`config.mk`:
```
export PLATFORM = sky130hd
export DESIGN_NAME = instruction_fetch_unit
export DESIGN_NICKNAME = d
export VERILOG_FILES = /design/src/rtl/fetch_pkg.sv /design/src/rtl/next_pc_gen.sv /design/src/rtl/instruction_fetch_unit.sv
export SDC_FILE = /design/constraint.sdc
export NUM_CORES = 1
export LEC_CHECK = 0
export CORE_ASPECT_RATIO = 0.75
export CORE_MARGIN = 1
export CORE_UTILIZATION = 35
export DETAILED_ROUTE_END_ITERATION = 10
export GPL_TIMING_DRIVEN = 0
export SETUP_SLACK_MARGIN = 0.02
export SLEW_MARGIN = 10
export SYNTH_ARGS = -nofsm -noshare
export SYNTH_HDL_FRONTEND = slang
export SYNTH_SLANG_ARGS = --single-unit
```
`constraint.sdc`:
```
create_clock -name clk -period 3.6 [get_ports clk]
set_clock_uncertainty 0.1 [all_clocks]
set_input_delay 0.72 -clock clk [delete_from_list [all_inputs] [get_ports clk]]
set_output_delay 0.72 -clock clk [all_outputs]
set_load 0.03 [all_outputs]
```
`src/rtl/fetch_pkg.sv`:
```
// Shared types and field bounds for the instruction fetch stage.
package fetch_pkg;
   typedef enum logic [1:0] {IDLE, FETCH, EXEC, ERROR} fetch_state_e;

   localparam int OPC_HI = 31;
   localparam int OPC_LO = 26;
   localparam int JT_HI  = 25;
   localparam int JT_LO  = 0;
   localparam int IMM_HI = 15;
   localparam int IMM_LO = 0;
   localparam int PC_INC = 4;
endpackage

```
`src/rtl/next_pc_gen.sv`:
```
// Next-PC selection: jump target, taken branch, or sequential.
import fetch_pkg::*;

module next_pc_gen #(
   parameter int ADDR_W = 32
) (
   input  logic [ADDR_W-1:0] pc_plus4,
   input  logic [31:0]       instr,
   input  logic              jump,
   input  logic              branch,
   input  logic              alu_zero,
   output logic [ADDR_W-1:0] next_pc
);
   logic [ADDR_W-1:0] jump_tgt;
   logic [ADDR_W-1:0] br_off;
   logic [15:0]       imm;
   logic              unused_opc;

   assign imm        = instr[IMM_HI:IMM_LO];
   assign jump_tgt   = {pc_plus4[ADDR_W-1:28], instr[JT_HI:JT_LO], 2'b00};
   assign br_off     = {{(ADDR_W-18){imm[15]}}, imm, 2'b00};
   assign unused_opc = ^instr[OPC_HI:OPC_LO];

   always_comb begin
      next_pc = pc_plus4;
      if (jump)                  next_pc = jump_tgt;
      else if (branch && alu_zero) next_pc = pc_plus4 + br_off;
   end
endmodule

```
`src/rtl/instruction_fetch_unit.sv`:
```
// Fetch stage: PC/IR registers, imem req/ack handshake, timeout to a sticky error state.
import fetch_pkg::*;

module instruction_fetch_unit #(
   parameter int                 ADDR_W   = 32,
   parameter logic [ADDR_W-1:0]  RESET_PC = '0,
   parameter int                 TIMEOUT  = 15
) (
   input  logic              clk,
   input  logic              rst_n,
   output logic              imem_req,
   output logic [ADDR_W-1:0] imem_addr,
   input  logic              imem_ack,
   input  logic [31:0]       imem_rdata,
   output logic [31:0]       instr,
   output logic [5:0]        opcode,
   output logic              instr_valid,
   output logic [ADDR_W-1:0] pc,
   output logic [ADDR_W-1:0] pc_plus4,
   input  logic              exec_done,
   input  logic              jump,
   input  logic              branch,
   input  logic              alu_zero,
   output logic              fetch_err
);
   localparam logic [ADDR_W-1:0] RESET_PC_A = {RESET_PC[ADDR_W-1:2], 2'b00};
   localparam logic [7:0]        TO_LAST    = 8'(TIMEOUT - 1);

   fetch_state_e      state_q, state_d;
   logic [ADDR_W-1:0] pc_q, pc_d;
   logic [31:0]       instr_q, instr_d;
   logic [7:0]        cnt_q, cnt_d;
   logic [ADDR_W-1:0] next_pc;

   assign pc_plus4 = pc_q + ADDR_W'(PC_INC);

   next_pc_gen #(.ADDR_W(ADDR_W)) u_next_pc (
      .pc_plus4 (pc_plus4),
      .instr    (instr_q),
      .jump     (jump),
      .branch   (branch),
      .alu_zero (alu_zero),
      .next_pc  (next_pc)
   );

   always_ff @(posedge clk) begin
      if (!rst_n) state_q <= IDLE;
      else        state_q <= state_d;
   end

   always_comb begin
      state_d = state_q;
      case (state_q)
         IDLE:  state_d = FETCH;
         FETCH: begin
            if (imem_ack)             state_d = EXEC;
            else if (cnt_q == TO_LAST) state_d = ERROR;
         end
         EXEC:  if (exec_done) state_d = FETCH;
         ERROR: state_d = ERROR;
         default: state_d = IDLE;
      endcase
   end

   always_comb begin
      pc_d    = pc_q;
      instr_d = instr_q;
      cnt_d   = cnt_q;
      if (state_q == FETCH) begin
         if (imem_ack) begin
            instr_d = imem_rdata;
            cnt_d   = '0;
         end else begin
            cnt_d = cnt_q + 8'd1;
         end
      end else if (state_q == EXEC && exec_done) begin
         // low bits masked so alignment survives any target arithmetic
         pc_d = {next_pc[ADDR_W-1:2], 2'b00};
      end
   end

   always_ff @(posedge clk) begin
      if (!rst_n) begin
         pc_q    <= RESET_PC_A;
         instr_q <= '0;
         cnt_q   <= '0;
      end else begin
         pc_q    <= pc_d;
         instr_q <= instr_d;
         cnt_q   <= cnt_d;
      end
   end

   always_comb begin
      imem_req    = (state_q == FETCH);
      instr_valid = (state_q == EXEC);
      fetch_err   = (state_q == ERROR);
      imem_addr   = pc_q;
      pc          = pc_q;
      instr       = instr_q;
      opcode      = instr_q[OPC_HI:OPC_LO];
   end
endmodule

```
==> flow_summary.toml, run 1 <==
[grt]
overflow = 0
antenna_found_initial = 1
grt_pass1_vias = 5459
grt_usage_pct = 25.4
grt_max_degree = 24
grt_pass1_wl_um = 32600

[clock_network]
root_buffer = "clkbuf_16"
clkLatencyLatePin_ps = 350
numCtsBuffers = 9
cts_sinks = 72
path_clk_slew_ps = 70
ctsHoldBuffers = 0
cts.htree.levels = 3
cts_tree = "yes"
clockBufferDepth = 2

[logic_synthesis]
synth_top_area_share_pct = 24.7
synthAdderAreaFrac_pct = 8.49
synth.area.top_cells = "dfxtp_1 25%, nand2_1 9.1%, ha_1 8.1%, buf_4 5.4%, a21boi_0 4.6%"
ys_seq_area_share_pct = 24.7
synth-compound-area-share_pct = 25.0
yosys.cell_types.count = 71
synth_top_cell_by_area = "dfxtp_1"
synth-seq-cells = 72
synth_ff_type = "dfxtp_1"
synthSimpleGateAreaFrac_pct = 24.0
synth_area_um2 = 5840
synth_edf_count = 0
yosysWarnings = 0
avgSynthCellArea_um2 = 7.61
synth-async-reset-ratio_pct = 0
muxShareOfSynthArea_pct = 0.343
synth-xor-area-share_pct = 8.83
synth_top_family_by_area = "compound AO/OA/AOI/OAI gates"
syn_inst = 767

[min_path]
holdCritPathClass = "flip-flop to flip-flop"

[floorplanning]
start_util_pct = 36.1
core_area_um2 = 16200
dieWidth_um = 151
die_h_um = 114
row_count = 40
io_pins = 176
dieArea_um2 = 17200

[critical_path]
r2r-start = "imem_addr[9]$_SDFFE_PN0P_"
cp-startpoint = "imem_addr[9]$_SDFFE_PN0P_"
rr_worst_depth = 18
startpoint_type = "flip-flop"
critPathKind = "flip-flop to flip-flop"
arrival_ps = 3760
cp.required_ps = 3740
cp-end-kind = "flip-flop"
r2r_end = "imem_addr[29]$_SDFFE_PN0P_"
r2r_setup_slack_ps = -10
path_max_fanout = 8
crit_path_end = "imem_addr[29]$_SDFFE_PN0P_"

[sta]
slew_viol_final = 0
rsz0062_at_grt = "true"
max_freq_ghz = 0.277
setup_slack_ps = -13.6
timing.final.crit_share_pct = 100
relSlewSlack_pct = 10.3
layout_min_cycle_time_ps = 3610
worstMarginPinSlew_ps = 1340
fin_tns_setup_ps = -13.6
hold_violations = 0
setup_viol = 1

[placement]
postPlaceCellArea_um2 = 8130
place_congestion = 0.909
place_hpwl_um = 16700
dp_slack_ps = -416
io_buffers = 169

[final_layout]
final_nets = 1077
stdcell_area_um2 = 9280
layout-drive-gt1-share_pct = 22.8
syn2layout_area_growth_pct = 59.0
diodes = 0

[drt]
drc_errors = 0
routed-via-count = 6384
ant_nets = 0
drt-total-wl_um = 22500
drtIter0Drc = 455
viasPerCell = 5.26
dr.pass1.iters = 5
wl_per_cell_um = 18.5

[power]
leakagePower_nw = 3.90
vdd_drop_max_mv = 0.213
cellPowerDensity_nw_per_um2 = 244

[run]
drv_cap = 0

[status]
outcome = "complete, but fails checks"
violations = "negative setup slack"
==> cells in the final DEF (no fill, tap or decap), drive strengths merged, types with 4 or more instances in the layout <==
| cell | count |
|---|---|
| xnor2 | 31 |
| dlymetal6s2s | 4 |
| o211a | 5 |
| a21oi | 52 |
| nor2 | 45 |
| inv | 18 |
| xor2 | 27 |
| conb | 6 |
| o21bai | 8 |
| a21boi | 37 |
| a211oi | 5 |
| nor4 | 4 |
| buf | 96 |
| dlygate4sd2 | 6 |
| clkdlybuf4s50 | 159 |
| a21o | 17 |
| o21ai | 42 |
| clkbuf | 38 |
| nand2 | 142 |
| or3 | 4 |
| nand4 | 7 |
| dfxtp | 72 |
| o211ai | 12 |
| o21a | 4 |
| and2 | 13 |
| nor2b | 8 |
| and3 | 14 |
| o221ai | 5 |
| o31ai | 8 |
| ha | 38 |
| nand3 | 32 |
| nor3 | 4 |
==> routing by layer <==
metal	GRT usage [%]	part of all wire (%)	vias to the layer above
met5	0	0	-
met4	4.47	0.91	0
met3	5.12	9.1	20
met2	34.5	41	273
met1	40.5	49	2970
li1	-	-	3121
==> what timing repair did <==
item	4_1_cts	5_1_grt
pin swaps	14	34
resized for setup	41	65
cloned	0	0
buffers inserted	11	40
setup endpoints to repair	28	21
==> registers in the layout, summed over array words and instances, names as in the netlist <==
signal,cells
cnt_q,8
imem_addr,30
instr,32
state_q,2
==> synthesized netlist by cell type, types with 3 or more instances <==
master      n
o221ai_1    5
buf_4      42
o21ai_1    12
a21o_1     17
and3_1     12
xor2_1     27
o41ai_1     3
o211ai_1   12
nand2_1   141
nor2_1     45
o31ai_1     7
o211a_1     5
o21ai_0    30
nand3_1    27
a22oi_1     3
ha_1       38
a211oi_1    5
a21oi_1    51
and4_1      3
nand3_2     3
nor2b_1     8
buf_2       3
or3_1       4
nand4_1     7
o21a_1      4
clkbuf_1   32
o22ai_1     3
inv_1      12
xnor2_1    30
and2_1     12
a21boi_0   36
dfxtp_1    72
o21bai_1    8
==> critical path, cell delays in order, from the launching register on <==
cell and delay [ps]:
dfxtp_4 350, and3_4 190, and3_4 230, nand2_4 70
nor4_4 230, buf_6 170, nand3_4 100, xnor2_4 260
ha_4 280, a21oi_4 180, o21ai_4 90, a21o_1 160
a21o_1 180, a21oi_2 120, o31ai_2 90, buf_4 160
nor4_4 220, o31ai_2 110, and3_1 200
==> cell type report <==
| class | instances | area, um2 |
|---|---|---|
| Buffer | 74 | 449 |
| Timing Repair Buffer | 220 | 2090 |
| Sequential cell | 72 | 1500 |
| Inverter | 13 | 48.8 |
| Clock buffer | 9 | 225 |
| Multi-Input combinational cell | 609 | 4640 |
| Tap cell | 210 | 263 |
| Fill cell | 1516 | 6880 |
| Clock inverter | 7 | 68.8 |
==> cells by family after synthesis <==
logic type / after synthesis
mux: 2
compound gates: 218
buf+inv: 91
xor+xnor: 58
fa+ha+maj: 39
flops: 72
other cells: 1
simple gates: 286
==> stage by stage <==
stage | std cells | utilization, % | hold slack (ps) | total power, mW
after floorplan | 772 | - | 370 | 1.14
after global placement | 1151 | 50.3 | 370 | 1.33
after detailed placement | 1151 | 50.3 | 381 | 1.33
after CTS | 1176 | 53.6 | 387 | 2.25
after global routing | 1214 | 57.4 | 409 | 2.35
final | 1214 | 57.4 | 381 | 2.27
==> where the power goes <==
group          switching [mW]  internal (mW)
Sequential             0.0455          0.814
Combinational           0.280          0.205
Clock                   0.430          0.491
Total                   0.755           1.51
==> how the worst min path moves through the flow <==
stage / startpoint / end / slack, ps / cells past startpoint
4_1_cts: instr[26]$_SDFFE_PN0P_ / instr[26]$_SDFFE_PN0P_ / 390 / 2
5_1_grt: instr[27]$_SDFFE_PN0P_ / instr[27]$_SDFFE_PN0P_ / 410 / 2
3_3_place_gp: instr[26]$_SDFFE_PN0P_ / instr[26]$_SDFFE_PN0P_ / 370 / 2
3_5_place_dp: instr[26]$_SDFFE_PN0P_ / instr[26]$_SDFFE_PN0P_ / 380 / 2
6_report: instr[26]$_SDFFE_PN0P_ / instr[26]$_SDFFE_PN0P_ / 380 / 2
2_1_floorplan: cnt_q[7]$_SDFFE_PN0P_ / cnt_q[7]$_SDFFE_PN0P_ / 370 / 2
No activity file was read; power rests on OpenSTA's default activity.
==> run 2: changes to the inputs <==
CTS_CLUSTER_SIZE = 16   (was unset)
==> results of run 2 <==
Final layout, timing and power as in run 1 (identical DEF).
